[src/rtl/load_store_unit.sv]
// Load/store unit: drives the synchronous data-memory port, buffers stores in a FIFO
// drained only in idle cycles, and forwards buffered data to loads on an address hit.
module load_store_unit #(
    parameter int SB_DEPTH = 4,
    parameter int AW       = 8,
    parameter int DW       = 8
) (
    input  logic          clk,
    input  logic          reset,
    input  logic          req_valid_ex,
    input  logic          req_rw_ex,
    input  logic [AW-1:0] addr_ex,
    input  logic [DW-1:0] wdata_ex,
    input  logic [4:0]    RW_ex,
    output logic          stall_lsu,
    output logic          mem_en,
    output logic          mem_rw,
    output logic [AW-1:0] mem_addr,
    output logic [DW-1:0] mem_din,
    input  logic [DW-1:0] mem_dout,
    output logic          ld_valid_dm,
    output logic [DW-1:0] ld_data_dm,
    output logic [4:0]    RW_ld_dm,
    output logic [2:0]    sb_count
);

    localparam int PW = $clog2(SB_DEPTH);
    localparam int CW = $clog2(SB_DEPTH + 1);
    localparam logic [CW-1:0] FULL_CNT = CW'(SB_DEPTH);

    logic [AW-1:0] sb_addr_q [SB_DEPTH];
    logic [DW-1:0] sb_data_q [SB_DEPTH];
    logic [PW-1:0] head_q, head_d;
    logic [PW-1:0] tail_q, tail_d;
    logic [CW-1:0] count_q, count_d;

    logic          ld_valid_q, ld_valid_d;
    logic          ld_miss_q, ld_miss_d;
    logic [DW-1:0] ld_data_q, ld_data_d;
    logic [4:0]    rw_ld_q, rw_ld_d;

    logic          is_load_s, is_store_s;
    logic          full_s, empty_s, stall_s;
    logic          hit_s;
    logic [DW-1:0] hit_data_s;
    logic          load_miss_s, push_s, pop_s;

    // Search valid entries oldest to youngest so the youngest match wins.
    always_comb begin
        hit_s      = 1'b0;
        hit_data_s = '0;
        for (int k = 0; k < SB_DEPTH; k++) begin
            if ((CW'(k) < count_q) && (sb_addr_q[head_q + PW'(k)] == addr_ex)) begin
                hit_s      = 1'b1;
                hit_data_s = sb_data_q[head_q + PW'(k)];
            end else begin
                hit_s      = hit_s;
                hit_data_s = hit_data_s;
            end
        end
    end

    // Port arbitration: missing loads first, drains only in otherwise idle cycles.
    always_comb begin
        is_load_s   = req_valid_ex & ~req_rw_ex;
        is_store_s  = req_valid_ex & req_rw_ex;
        full_s      = (count_q == FULL_CNT);
        empty_s     = (count_q == '0);
        stall_s     = is_store_s & full_s;
        load_miss_s = is_load_s & ~hit_s;
        pop_s       = ~empty_s & (~req_valid_ex | (is_load_s & hit_s) | stall_s);
        push_s      = is_store_s & ~full_s;
    end

    assign stall_lsu = stall_s;
    assign mem_en    = reset & (load_miss_s | pop_s);
    assign mem_rw    = reset & pop_s;
    assign mem_addr  = load_miss_s ? addr_ex : sb_addr_q[head_q];
    assign mem_din   = sb_data_q[head_q];

    // Next-state for FIFO pointers, occupancy and the load-return stage.
    always_comb begin
        if (pop_s) begin
            head_d = head_q + PW'(1);
        end else begin
            head_d = head_q;
        end

        if (push_s) begin
            tail_d = tail_q + PW'(1);
        end else begin
            tail_d = tail_q;
        end

        if (push_s) begin
            count_d = count_q + CW'(1);
        end else if (pop_s) begin
            count_d = count_q - CW'(1);
        end else begin
            count_d = count_q;
        end

        ld_valid_d = is_load_s;
        ld_miss_d  = load_miss_s;

        if (is_load_s) begin
            rw_ld_d = RW_ex;
        end else begin
            rw_ld_d = rw_ld_q;
        end

        // A miss is captured as it returns so the result holds afterwards.
        if (is_load_s & hit_s) begin
            ld_data_d = hit_data_s;
        end else if (ld_valid_q & ld_miss_q) begin
            ld_data_d = mem_dout;
        end else begin
            ld_data_d = ld_data_q;
        end
    end

    // State registers; reset discards buffered stores and any pending load.
    always_ff @(posedge clk or negedge reset) begin
        if (!reset) begin
            head_q     <= '0;
            tail_q     <= '0;
            count_q    <= '0;
            ld_valid_q <= 1'b0;
            ld_miss_q  <= 1'b0;
            ld_data_q  <= '0;
            rw_ld_q    <= 5'd0;
            for (int i = 0; i < SB_DEPTH; i++) begin
                sb_addr_q[i] <= '0;
                sb_data_q[i] <= '0;
            end
        end else begin
            head_q     <= head_d;
            tail_q     <= tail_d;
            count_q    <= count_d;
            ld_valid_q <= ld_valid_d;
            ld_miss_q  <= ld_miss_d;
            ld_data_q  <= ld_data_d;
            rw_ld_q    <= rw_ld_d;
            if (push_s) begin
                sb_addr_q[tail_q] <= addr_ex;
                sb_data_q[tail_q] <= wdata_ex;
            end
        end
    end

    assign ld_valid_dm = ld_valid_q;
    assign ld_data_dm  = (ld_valid_q & ld_miss_q) ? mem_dout : ld_data_q;
    assign RW_ld_dm    = rw_ld_q;
    assign sb_count    = 3'(count_q);

endmodule

[config.mk]
export PLATFORM = sky130hd
export DESIGN_NAME = load_store_unit
export DESIGN_NICKNAME = d
export VERILOG_FILES = /design/src/rtl/load_store_unit.sv
export SDC_FILE = /design/constraint.sdc
export NUM_CORES = 1
export LEC_CHECK = 0
export ABC_AREA = 1
export BUFFER_PORTS_ARGS = -buffer_cell sky130_fd_sc_hd__buf_4
export CAP_MARGIN = 40
export CORE_ASPECT_RATIO = 1.25
export CORE_MARGIN = 1
export CORE_UTILIZATION = 60
export CTS_CLUSTER_SIZE = 12
export DETAILED_ROUTE_END_ITERATION = 6
export GPL_TIMING_DRIVEN = 0
export PLACE_DENSITY = 0.8
export SLEW_MARGIN = 20
export SYNTH_ARGS = -nofsm -noshare
export SYNTH_HDL_FRONTEND = slang
export SYNTH_SLANG_ARGS = --single-unit
export TNS_END_PERCENT = 50
[constraint.sdc]
create_clock -name clk -period 2.4 [get_ports clk]
set_input_delay 0.12 -clock clk [delete_from_list [all_inputs] [get_ports clk]]
set_output_delay 0.12 -clock clk [all_outputs]
set_load 0.02 [all_outputs]
==> reports/results.txt <==
Nets: 1099
CTS sink count: 86
Synthesized flop and latch total: 86
Drt wl/cell: 19.1 um
Gr usage total: 0.405
Vias in the first global route: 6341
Leak: 4.26 nW
Syn nets: 970
Fraction of final layout cells sized beyond drive strength 1: 0.231
CTS Buf Count: 9
Synth warnings: 0
DRC Markers: 0
Via count: 7184
Leading cell type in the layout, fill and taps excluded: nand2_1
Via density: 6.03
CP max FO: 6
Slew of the pin with the lowest slew margin: 0.949 ns
First-pass GRT wire length: 32900 um
Site Rows: 41
Avg Inst Size Synth: 6.67 sq um
Post-DP HPWL: 13800 um
RSZ-0062 raised after global routing: yes
Global route overflow: 0
Initial Util: 0.617
Worst Path Required: 2.28 ns
CTS tree: yes
Top Ports: 69
Most frequent cells in the layout: nand2_1 (374), o21ai_0 (108), buf_4 (89), dfrtp_1 (86), nand3_1 (68)
Failing checks: setup timing
WS Path Type: reg2out
Final setup margin: -0.591 ns
# setup viols final: 25
Clock slew at reported path FFs: 0.06 ns
Post-synth cell types: 35
RePlAce Congestion: 0.998
Number of DRC markers in iteration 0: 969
Outcome: finished, violations left
FMAX: 334 MHz
I/O Buffers: 67
Clock latency on the worst-skew pair: 0.35 ns
Die ar.: 10700 sq um
Final Util: 0.806
# diodes: 0
Placement Setup Slack: -0.406 ns
Post-Syn Area: 6200 sq um
Crit start category: flip-flop
Metal3 WL: 2700 um
Number of max-slew violations in the final report: 0
Clock Root Buffer: clkbuf_16
Final ANT Viol Nets: 0
1st-pass router iterations: 6
Core Area: 10100 sq um
# H-tree levels: 3
Max Cap Viol: 0
Die height: 116 um
DR top layer: met4
HP Class: in2reg
Setup_tns: -9.33 ns
Cells after Synth: 929
Register area share after synthesis: 0.347
Metal-1 WL: 8780 um
Pwr dens: 1560 nW/um^2
Final period utilization: 1.25
Met2 Wirelength: 10100 um
Max Clock Skew: 0.00716 ns
Total Wirelength: 22800 um
Critical Path End Type: output port
Fin crit period: 2.99 ns
WP data arrival: 2.87 ns
Hold Vio Cnt, Final: 0
Die Wd: 92.9 um
Bufs on Longest Clock Path: 2
Initial antenna violation count: 0
Largest net degree at the start of global routing: 59
Max_slew headroom: 0.367
Syn-to-layout area delta: 30.6%
Peak VDD IR: 889 uV
==> cell type report <==
class	instances	area, sq um
Inverter	70	288
Timing Repair inverter	1	16.3
Timing Repair Buffer	117	1100
Clock inverter	6	46.3
Tap cell	129	161
Sequential cell	86	2150
Clock buffer	10	229
Multi-Input combinational cell	730	3750
Fill cell	704	1960
Buffer	43	359
==> worst max-delay path: stages, from the launching register on <==
cell and delay [ns]:
dfrtp_1 0.42, buf_2 0.20, nand2_2 0.12, nand2_4 0.08, buf_8 0.14, buf_6 0.13
buf_6 0.11, o21ai_1 0.16, nand2_1 0.08, nand2_1 0.07, nand3_2 0.12, nor2_4 0.19
nor2_4 0.08, nand3_4 0.11, inv_6 0.07, buf_12 0.15, o21ai_4 0.14, buf_6 0.14
==> timing repair <==
item                                    in CTS  in global routing
hold buffers                                 6                  0
setup buffers                               23                 14
endpoints found under the setup margin      48                 45
pin swaps                                   11                 20
hold endpoints to repair                    34                  0
gates cloned                                 6                  1
gates resized for setup                     71                 48
==> cells in the mapped netlist, drive strengths merged <==
library cell	number	area share
clkbuf	17	0.010
mux2i	21	0.034
ha	8	0.016
nand2	408	0.25
nand3b	1	0.0012
clkinv	2	0.0012
mux2	8	0.015
dfrtp	86	0.35
nor3	1	0.00081
or2	2	0.0020
nor2	41	0.032
buf	26	0.032
and2	1	0.0010
inv	68	0.042
o21ai	130	0.11
o211ai	6	0.0073
nand4	3	0.0030
a21oi	11	0.0089
nand3	79	0.065
xnor2	2	0.0028
xor2	8	0.011
==> through the flow <==
stage / cells / hold slack (ns) / area, sq um / total power, mW
2_1_floorplan: 929 / -0.176 / 6200 / 7.25
6_report: 1192 / 0.0611 / 8100 / 12.6
4_1_cts: 1177 / 0.0572 / 7810 / 11.6
5_1_grt: 1192 / 0.0651 / 8100 / 13.4
3_5_place_dp: 1126 / 0.0857 / 6890 / 9.19
3_3_place_gp: 1125 / 0.321 / 6870 / 9.06
==> power by group <==
part	switching [mW]	total, mW	internal, mW
Sequential	0.528	2.62	2.09
Clock	0.629	1.34	0.712
Combinational	5.24	8.68	3.44
Total	6.40	12.6	6.24
==> registers in the layout, summed over array words and instances, names as in the netlist <==
signal,flops
sb_addr_q,32
sb_data_q,32
ld_data_q,8
RW_ld_dm,5
sb_count,3
head_q,2
tail_q,2
ld_miss_q,1
ld_valid_dm,1
==> cell families after synthesis <==
kind of cell,synth area share
buffers and inverters,0.0864
adder cells (fa/ha/maj),0.0161
AND/OR/NAND/NOR,0.359
multiplexers,0.0484
AO/OA/AOI/OAI,0.129
flip-flops,0.347
XOR/XNOR,0.0141
==> path summary, 6_finish.rpt <==
| check | from | to | slack (ns) | cells after the start |
|---|---|---|---|---|
| worst max-delay path | head_q[0] | mem_addr[7] | -0.59 | 17 |
| worst min-delay path | req_rw_ex | ld_valid_dm | 0.06 | 2 |
| worst max register to register | head_q[0] | ld_data_q[6] | -0.34 | 19 |
| worst min register to register | RW_ld_dm[2] | RW_ld_dm[2] | 0.49 | 2 |
| max in group asynchronous | reset | sb_data_q[29] | 1.52 | 3 |
| min in group asynchronous | reset | sb_addr_q[12] | 0.26 | 2 |
==> per-layer routing <==
| layer | up-vias | global-route usage |
|---|---|---|
| met3 | 121 | 0.0768 |
| met5 | - | 0 |
| met4 | 0 | 0.182 |
| li1 | 3235 | - |
| met2 | 520 | 0.614 |
| met1 | 3308 | 0.566 |
No activity file was read; power rests on OpenSTA's default activity.
